### config.mk
export PLATFORM = sky130hd
export DESIGN_NAME = fetch_unit
export DESIGN_NICKNAME = d
export VERILOG_FILES = /design/src/rtl/fetch_pkg.sv /design/src/rtl/fetch_fifo.sv /design/src/rtl/fetch_unit.sv
export SDC_FILE = /design/constraint.sdc
export NUM_CORES = 1
export LEC_CHECK = 0
export CORE_ASPECT_RATIO = 1.2
export CORE_UTILIZATION = 49
export DETAILED_ROUTE_END_ITERATION = 10
export GPL_TIMING_DRIVEN = 0
export PLACE_DENSITY = 0.9
export SETUP_SLACK_MARGIN = 0.15
export SYNTH_ARGS = -nofsm -noshare
export SYNTH_HDL_FRONTEND = slang
export SYNTH_SLANG_ARGS = --single-unit
### constraint.sdc
create_clock -name clk -period 5.2 [get_ports clk]
set_input_delay 1.04 -clock clk [delete_from_list [all_inputs] [get_ports clk]]
set_output_delay 1.04 -clock clk [all_outputs]
set_load 0.02 [all_outputs]
### src/rtl/fetch_pkg.sv
// Shared types and constants for the instruction fetch stage.
package fetch_pkg;

    localparam logic [2:0] FETCH_SIZE = 3'b010;

    typedef enum logic [1:0] {
        EXC_NONE   = 2'd0,
        EXC_MALIGN = 2'd1,
        EXC_FAULT  = 2'd2
    } fetch_exc_e;

    typedef enum logic {
        RUN      = 1'b0,
        EXC_WAIT = 1'b1
    } fetch_state_e;

    typedef struct packed {
        logic [31:0] inst;
        logic [31:0] pc;
        fetch_exc_e  exc;
    } fetch_entry_t;

    // Misalignment outranks the bus fault when both are flagged.
    function automatic fetch_exc_e resp_exc(input logic malign, input logic fault);
        if (malign)
            return EXC_MALIGN;
        else if (fault)
            return EXC_FAULT;
        else
            return EXC_NONE;
    endfunction

endpackage

### src/rtl/fetch_fifo.sv
// Two-entry synchronous FIFO between fetch and decode; flush wins over push/pop.
module fetch_fifo
    import fetch_pkg::*;
#(
    parameter type entry_t = fetch_entry_t
) (
    input  logic       clk,
    input  logic       rst_n,
    input  logic       flush,
    input  logic       push,
    input  logic       pop,
    input  entry_t     din,
    output logic [1:0] count,
    output entry_t     head,
    output logic       valid
);

    logic   rd_ptr;
    logic   wr_ptr;
    logic   pop_ok;
    entry_t mem [2];

    assign valid  = (count != 2'd0);
    assign pop_ok = pop && valid;
    assign head   = mem[rd_ptr];

    always_ff @(posedge clk) begin
        if (!rst_n || flush) begin
            count  <= 2'd0;
            rd_ptr <= 1'b0;
            wr_ptr <= 1'b0;
        end else begin
            if (push)
                wr_ptr <= ~wr_ptr;
            if (pop_ok)
                rd_ptr <= ~rd_ptr;
            count <= count + {1'b0, push} - {1'b0, pop_ok};
        end
    end

    // When full, a same-cycle pop vacates exactly the slot wr_ptr points at.
    always_ff @(posedge clk) begin
        if (push && !flush)
            mem[wr_ptr] <= din;
    end

endmodule

### src/rtl/fetch_unit.sv
// Instruction fetch stage: issues word reads, buffers responses, hands them to decode.
module fetch_unit
    import fetch_pkg::*;
#(
    parameter int                   AddrWidth   = 32,
    parameter int                   DataWidth   = 32,
    parameter logic [AddrWidth-1:0] ResetVector = '0
) (
    input  logic                 clk,
    input  logic                 rst_n,
    output logic [AddrWidth-1:0] mem_address,
    output logic [2:0]           mem_sign_size,
    output logic                 mem_rd,
    output logic                 mem_wr,
    output logic [DataWidth-1:0] mem_wdata,
    input  logic                 mem_complete,
    input  logic [DataWidth-1:0] mem_rdata,
    input  logic                 mem_malign,
    input  logic                 mem_fault,
    input  logic                 redirect,
    input  logic [AddrWidth-1:0] redirect_pc,
    input  logic                 halt_req,
    output logic                 halted,
    output logic                 inst_valid,
    input  logic                 inst_ready,
    output logic [DataWidth-1:0] inst,
    output logic [AddrWidth-1:0] inst_pc,
    output logic [1:0]           inst_exc
);

    typedef struct packed {
        logic [DataWidth-1:0] inst;
        logic [AddrWidth-1:0] pc;
        fetch_exc_e           exc;
    } entry_t;

    fetch_state_e         state;
    logic [AddrWidth-1:0] pc;
    logic [AddrWidth-1:0] out_pc;
    logic                 outstanding;
    logic [1:0]           fifo_count;
    logic                 fifo_valid;
    entry_t               head;
    entry_t               rsp_entry_p1;
    logic                 pop;
    logic                 push_p1;
    logic                 accept_p0;
    logic [2:0]           occupancy;

    // Request stage (p0): slots already claimed by buffered entries plus the one in flight.
    assign pop       = fifo_valid && inst_ready;
    assign occupancy = {1'b0, fifo_count} + {2'b00, outstanding} - {2'b00, pop};
    assign mem_rd    = (state == RUN) && !halt_req && !redirect && rst_n && (occupancy < 3'd2);
    assign accept_p0 = mem_rd && mem_complete;

    assign mem_address   = pc;
    assign mem_sign_size = FETCH_SIZE;
    assign mem_wr        = 1'b0;
    assign mem_wdata     = '0;
    assign halted        = rst_n && halt_req && !outstanding;

    always_ff @(posedge clk) begin
        if (!rst_n) begin
            pc          <= ResetVector;
            outstanding <= 1'b0;
            state       <= RUN;
        end else begin
            outstanding <= accept_p0;
            if (redirect) begin
                pc    <= redirect_pc;
                state <= RUN;
            end else begin
                if (accept_p0)
                    pc <= pc + AddrWidth'(4);
                if (push_p1 && rsp_entry_p1.exc != EXC_NONE)
                    state <= EXC_WAIT;
            end
        end
    end

    always_ff @(posedge clk) begin
        if (accept_p0)
            out_pc <= pc;
    end

    // Response stage (p1): the registered bus response lands in the buffer.
    assign push_p1           = outstanding && !redirect;
    assign rsp_entry_p1.inst = mem_rdata;
    assign rsp_entry_p1.pc   = out_pc;
    assign rsp_entry_p1.exc  = resp_exc(mem_malign, mem_fault);

    fetch_fifo #(
        .entry_t(entry_t)
    ) u_fifo (
        .clk   (clk),
        .rst_n (rst_n),
        .flush (redirect),
        .push  (push_p1),
        .pop   (pop),
        .din   (rsp_entry_p1),
        .count (fifo_count),
        .head  (head),
        .valid (fifo_valid)
    );

    // Buffer data registers carry no reset, so an empty buffer presents zeros.
    assign inst_valid = fifo_valid;
    assign inst       = fifo_valid ? head.inst : '0;
    assign inst_pc    = fifo_valid ? head.pc : '0;
    assign inst_exc   = fifo_valid ? head.exc : EXC_NONE;

endmodule
# [Yosys cells after proc, flatten, opt, wreduce, memory -nomap -nowiden]
# Memories as Yosys holds them, arrays and structs flattened. A register that Yosys moved wholly into a read port is not among the register bits.
# Index checks and enable logic that the tools add are counted.
# W data, S select, Z words.
[totals] memories=1 romBits=0 mem_bits_rw=132 out_inout_bits=137 inputBits=72 elab_cells=50 reg_bits=70 latch_bits=0
[op_classes] bitwise_logic=4 mux=11 n_div=0 add_sub_neg=5 shift=0 eq_ne=0 n_lt_le_gt_ge=1 n_mul=0 reduce_logical=21
[memory_table] name="u_fifo.mem" words=2 width=66 rd=1 rd_ports_with_merged_regs=1 write_ports=1 line="fetch_fifo.sv:21" rtl="entry_t mem [2];"
[ops] operator="$mux W32" count=4
[ops] operator="$add A32 B3 Y32 const B" count=1
[ops] operator="$logic_and A1 B1 Y1" count=12
[ops] operator="$mux W2" count=3
[ops] operator="$reduce_bool A2 Y1" count=3
[ops] operator="$logic_not A1 Y1" count=4
[ops] operator="$mux W1" count=4
[ops] operator="$not A1 Y1" count=4
[ops] operator="$add A2 B1 Y3" count=1
[ops] operator="$lt A3 B2 Y1 const B" count=1
[ops] operator="$sub A3 B1 Y3" count=1
[ops] operator="$add A2 B1 Y2" count=1
[ops] operator="$reduce_or A2 Y1" count=1
[ops] operator="$sub A2 B1 Y2" count=1
[ops] operator="$logic_or A1 B1 Y1" count=1

# [Depth between registers and ports, before layout]
# Gate-level depths: netlist of the first run.
[depth] depth_word=8 depth_mapped=13 ltp_nobuf=12

# [Cells and area by module]
# A second synthesis of the first run with hierarchy kept.
[hier_totals] cells_unflattened=606 hier_area_um2=8780.9
[modules_own_cells] module="fetch_fifo" seq_area_each_um2=4063.9 cells_each=229 area_each_um2=5175.0 instances=1
[modules_own_cells] module="fetch_unit" seq_area_each_um2=1641.6 cells_each=377 area_each_um2=3606.0 instances=1

# [Least setup slack after synthesis of the first run]
# No wires, ideal clock.
[synth_path] kind="in2reg" start="in redirect" end="mem u_fifo.mem[0][0] in the netlist's numbering, enable pin" path_buffers=1 setup_slack_ps=399 setup_ps=498 arrival_time_ps=4302 t_required_ps=4702 path_stages=3 path_cell_list="buf_2 > nor2b_1 > nor2b_1"
[synth_via] elab_chain_cells=5
[synth_rtl] element="from (decl)" line="fetch_unit.sv:20" rtl="input logic redirect,"
[synth_rtl] element="$logic_not A1 Y1" line="fetch_unit.sv:87" rtl="assign push_p1 = outstanding && !redirect;"
[synth_rtl] element="$logic_and A1 B1 Y1" line="fetch_unit.sv:87"
[synth_rtl] element="net push_p1" line="fetch_unit.sv:46" rtl="logic push_p1;"
[synth_rtl] element="$logic_and A1 B1 Y1" line="fetch_fifo.sv:43" rtl="if (push && !flush)"
[synth_rtl] element="$mux W1" line="fetch_fifo.sv:43"
[synth_rtl] element="$mux W1 (implied by the code)" line="fetch_fifo.sv:44" rtl="mem[wr_ptr] <= din;"
[synth_rtl] element="to (decl)" line="fetch_fifo.sv:21"
# The timed path passes the listed nets, and every way through them passes these cells.

# [Worst setup path after layout of the first run]
[layout_path] start="in inst_ready" end="out mem_rd"
[layout_via] elab_chain_cells=4
[layout_rtl] element="from (decl)" line="fetch_unit.sv:25" rtl="input logic inst_ready,"
[layout_rtl] element="$logic_and A1 B1 Y1" line="fetch_unit.sv:51" rtl="assign pop = fifo_valid && inst_ready;"
[layout_rtl] element="$sub A3 B1 Y3" line="fetch_unit.sv:52" rtl="assign occupancy = {1'b0, fifo_count} + {2'b00, outstanding} - {2'b00, pop};"
[layout_rtl] element="$lt A3 B2 Y1" line="fetch_unit.sv:53" rtl="assign mem_rd = (state == RUN) && !halt_req && !redirect && rst_n && (occupancy < 3'd2);"
[layout_rtl] element="$logic_and A1 B1 Y1" line="fetch_unit.sv:53"
[layout_rtl] element="to (decl)" line="fetch_unit.sv:13" rtl="output logic mem_rd,"
# Every way passes these cells.

==> impl_metrics.ini, run 1 <==
[status]
status = finished, violations left
violations = DRC

[routing]
routedWlPerCell_microns = 17.8
first_pass_iters = 9
drt-initial-drc-count = 613
via_per_inst = 5.40
final_antenna_net_count = 0
routed-via-count = 5824
drcViolationCount = 2
routed_wl_mm = 19.2

[cts]
root_buffer = clkbuf_16
postCtsHoldBufs = 0
htreeDepth = 1
clock-sinks = 203
clk_latency_ns = 0.47
numCtsBuffers = 19
cts_tree = yes
cts.reportedPaths.clkPinSlew_ns = 0.06
clock_path_buffers = 3

[logic_synthesis]
synth_cells = 623
synth-main-ff-cell = edfxtp_1
synth_cell_types = 53
yosys_warnings = 0
synth-seq-cells = 203
netlist_area_sq_um = 8380
synth_edf_count = 164
synth.top_cells.by_area = edfxtp_1 59%, dfxtp_1 9.3%, mux2i_1 8.2%
yosysTopAreaCell = edfxtp_1
synth_top_area_share_pct = 58.8
ys_seq_area_share_pct = 68.1
synth_area_per_cell_sq_um = 13.5
async_reset_ff_share_pct = 0

[timing]
drv_slew = 0
slew_headroom_pct = 35.8
finalSetupViolCount = 0
setup_tns_ns = 0
finClkSkew_ns = 0.0105
period_minus_slack_ns = 4.85
fin_crit_sh_pct = 93.2
hold_viol = 0
tightest_slew_ns = 0.964
rsz0062_at_grt = false
fin_ws_ns = 0.353
max_freq_ghz = 0.206

[layout]
n_fill_cell = 1219
drive_gt1_share_pct = 9.74
layout.nets = 927
post-route-cell-area_sq_um = 11100
multiInputGateArea_sq_um = 2380
area_growth_pct = 32.8
seqCellArea_sq_um = 5710
postLayoutCoreUtil_pct = 66.3

[setup_path]
crit_path_max_fanout = 3
cp_data_required_time_ns = 4.16
crit_type = input pin to primary output
end_kind = primary output
cp-start-kind = input pin
ff2ff_setup_slack_ns = 1.09
ff2ff_path_depth = 12
regToRegStartpoint = u_fifo.count[1]
r2r-end = mem_address[28]
worst-endpoint-arrival_ns = 3.81

[placement]
dp_slack_ns = 0.191
placed_area_sq_um = 10500
hpwl_mm = 13.1
gp_congestion = 0.893
port_buffers = 170

[power]
p_int_mw = 2.65
peakVddDrop_mv = 0.175
switching_share_pct = 21.3
power_frac_comb_pct = 7.5
cellPowerDensity_nw_per_um2 = 303
p_seq_share_pct = 53.8
power_leakage_nw = 3.78
pwr-share-clk_pct = 38.7
p_sw_mw = 0.717

[floorplan]
fp.dieW_microns = 121
dieArea_sq_um = 17600
ios = 209
core-area_sq_um = 16800
dieHeight_microns = 145
initial_utilization_pct = 49.9
placementRows = 52

[min_path]
hold_depth = 0
min_path_type = flip-flop to flip-flop
holdPathEnd = u_fifo.mem[1][2]
min_from = out_pc[0]

[global_routing]
grt_pass1_wl_mm = 29.2
grt_max_degree = 67
antenna_found_initial = 1
grt_usage_pct = 21.6
gr-total-overflow = 0
grt_pass1_vias = 5608

[flow_run]
drv_cap = 0
[per-layer routing]
layer,track usage (%),wire length (microns)
met1,25.4,6970
met2,36.4,9690
met3,4.40,1720
met4,11.7,825
met5,0,0
[metrics by stage]
| step | total power, mW | std cells | hold WS [ns] |
|---|---|---|---|
| floorplan | 1.96 | 657 | 0.421 |
| CTS | 3.39 | 1078 | 0.445 |
| finish | 3.37 | 1079 | 0.446 |
| detailed placement | 2.09 | 1045 | 0.430 |
| global route | 3.47 | 1079 | 0.450 |
| global placement | 2.09 | 1043 | 0.422 |
[power by group through the flow]
stage	clock network, mW	logic [mW]	registers (mW)
final	1.30	0.254	1.81
after global routing	1.39	0.268	1.81
after CTS	1.33	0.251	1.81
after detailed placement	0	0.249	1.85
after global placement	0	0.242	1.84
after floorplan	0	0.108	1.85
[layout by cell type, fill, tap and decap left out, types with 3 or more instances in the layout]
master	synthesis	routed
clkdlybuf4s50_1	0	170
edfxtp_1	164	164
nor2_1	88	88
mux2i_1	69	69
dfxtp_1	39	39
buf_4	37	37
conb_1	2	36
nand2_1	24	24
clkbuf_1	18	21
clkbuf_16	0	19
a21oi_1	18	18
o21ai_0	16	16
nand3_1	15	15
nand4_1	14	14
a31oi_1	14	14
inv_1	11	11
and3_1	8	8
xor2_1	8	8
buf_2	6	6
buf_1	6	6
xnor2_1	5	5
and2_1	6	5
nor3_1	4	4
o211ai_1	4	4
ha_1	4	4
nor2b_1	4	3
or3_1	3	3
or4b_1	3	3
a32oi_1	3	3
clkinv_1	0	3
clkinv_2	0	3
[cells by family (layout without fill, tap and decap cells)]
family / after synthesis / in the layout / synth area share [%]
xor+xnor: 13 / 13 / 1.36
simple gates: 183 / 183 / 10.9
mux: 70 / 70 / 8.37
other cells: 2 / 37 / 0.0896
flops: 203 / 203 / 68.1
compound gates: 68 / 68 / 5.05
fa+ha+maj: 5 / 5 / 0.836
buf+inv: 79 / 284 / 5.28
[worst max-delay path: stages]
cell and delay (ns):
clkdlybuf4s50_1 0.46, nor2b_1 0.25, ha_1 0.28, inv_1 0.08, nand2_1 0.07, fa_1 0.49, nor3b_2 0.28, and3_1 0.20
clkdlybuf4s50_1 0.65
[what timing repair did]
| item | 4_1_cts | 5_1_grt |
|---|---|---|
| endpoints found under the setup margin | 0 | 1 |
| buffers inserted | 0 | 0 |
| resized for setup | 0 | 1 |
[area by class of cell]
| class | instances | share of cell area, % |
|---|---|---|
| clock inverters | 9 | 0.652 |
| flip-flops and latches | 203 | 51.2 |
| repair buffers | 172 | 15.7 |
| inverters | 12 | 0.405 |
| well taps | 216 | 2.43 |
| diodes | 1 | 0.0225 |
| clock buffers | 24 | 4.62 |
| multi-input cells | 375 | 21.3 |
| plain buffers | 67 | 3.57 |
[worst max-delay path by stage]
stage | startpoint | to | slack (ns)
after floorplan | redirect | u_fifo.mem[0][0] | 0.40
after global placement | redirect | u_fifo.mem[0][16] | -1.22
after detailed placement | inst_ready | mem_address[28] | 0.19
after CTS | inst_ready | mem_rd | 0.25
after global routing | inst_ready | mem_rd | 0.24
final | inst_ready | mem_rd | 0.35
[state kept, by name, indices dropped and copies added, names as in the netlist, named ones only]
signal         cells
outstanding        1
out_pc            32
u_fifo.mem       132
u_fifo.wr_ptr      1
u_fifo.count       2
state              1
u_fifo.rd_ptr      1
mem_address       32
[synth_stat cells (3+ instances only)]
cell / number
buf_1: 6
a21oi_1: 18
ha_1: 4
nor3_1: 4
nand4_1: 14
xnor2_1: 5
edfxtp_1: 164
mux2i_1: 69
xor2_1: 8
and2_1: 6
or4b_1: 3
nand3_1: 15
buf_4: 37
clkbuf_1: 18
inv_1: 11
a31oi_1: 14
or3_1: 3
nor2b_1: 4
a32oi_1: 3
buf_2: 6
o21ai_0: 16
o211ai_1: 4
dfxtp_1: 39
nand2_1: 24
and3_1: 8
nor2_1: 88
Power figures use the tool's default switching activity.
==> run 2: changes to the inputs <==
- ABC_CLOCK_PERIOD_IN_PS: unset -> 5200
==> results of run 2 <==
The final DEF is identical to that of run 1; final timing and power are the same.
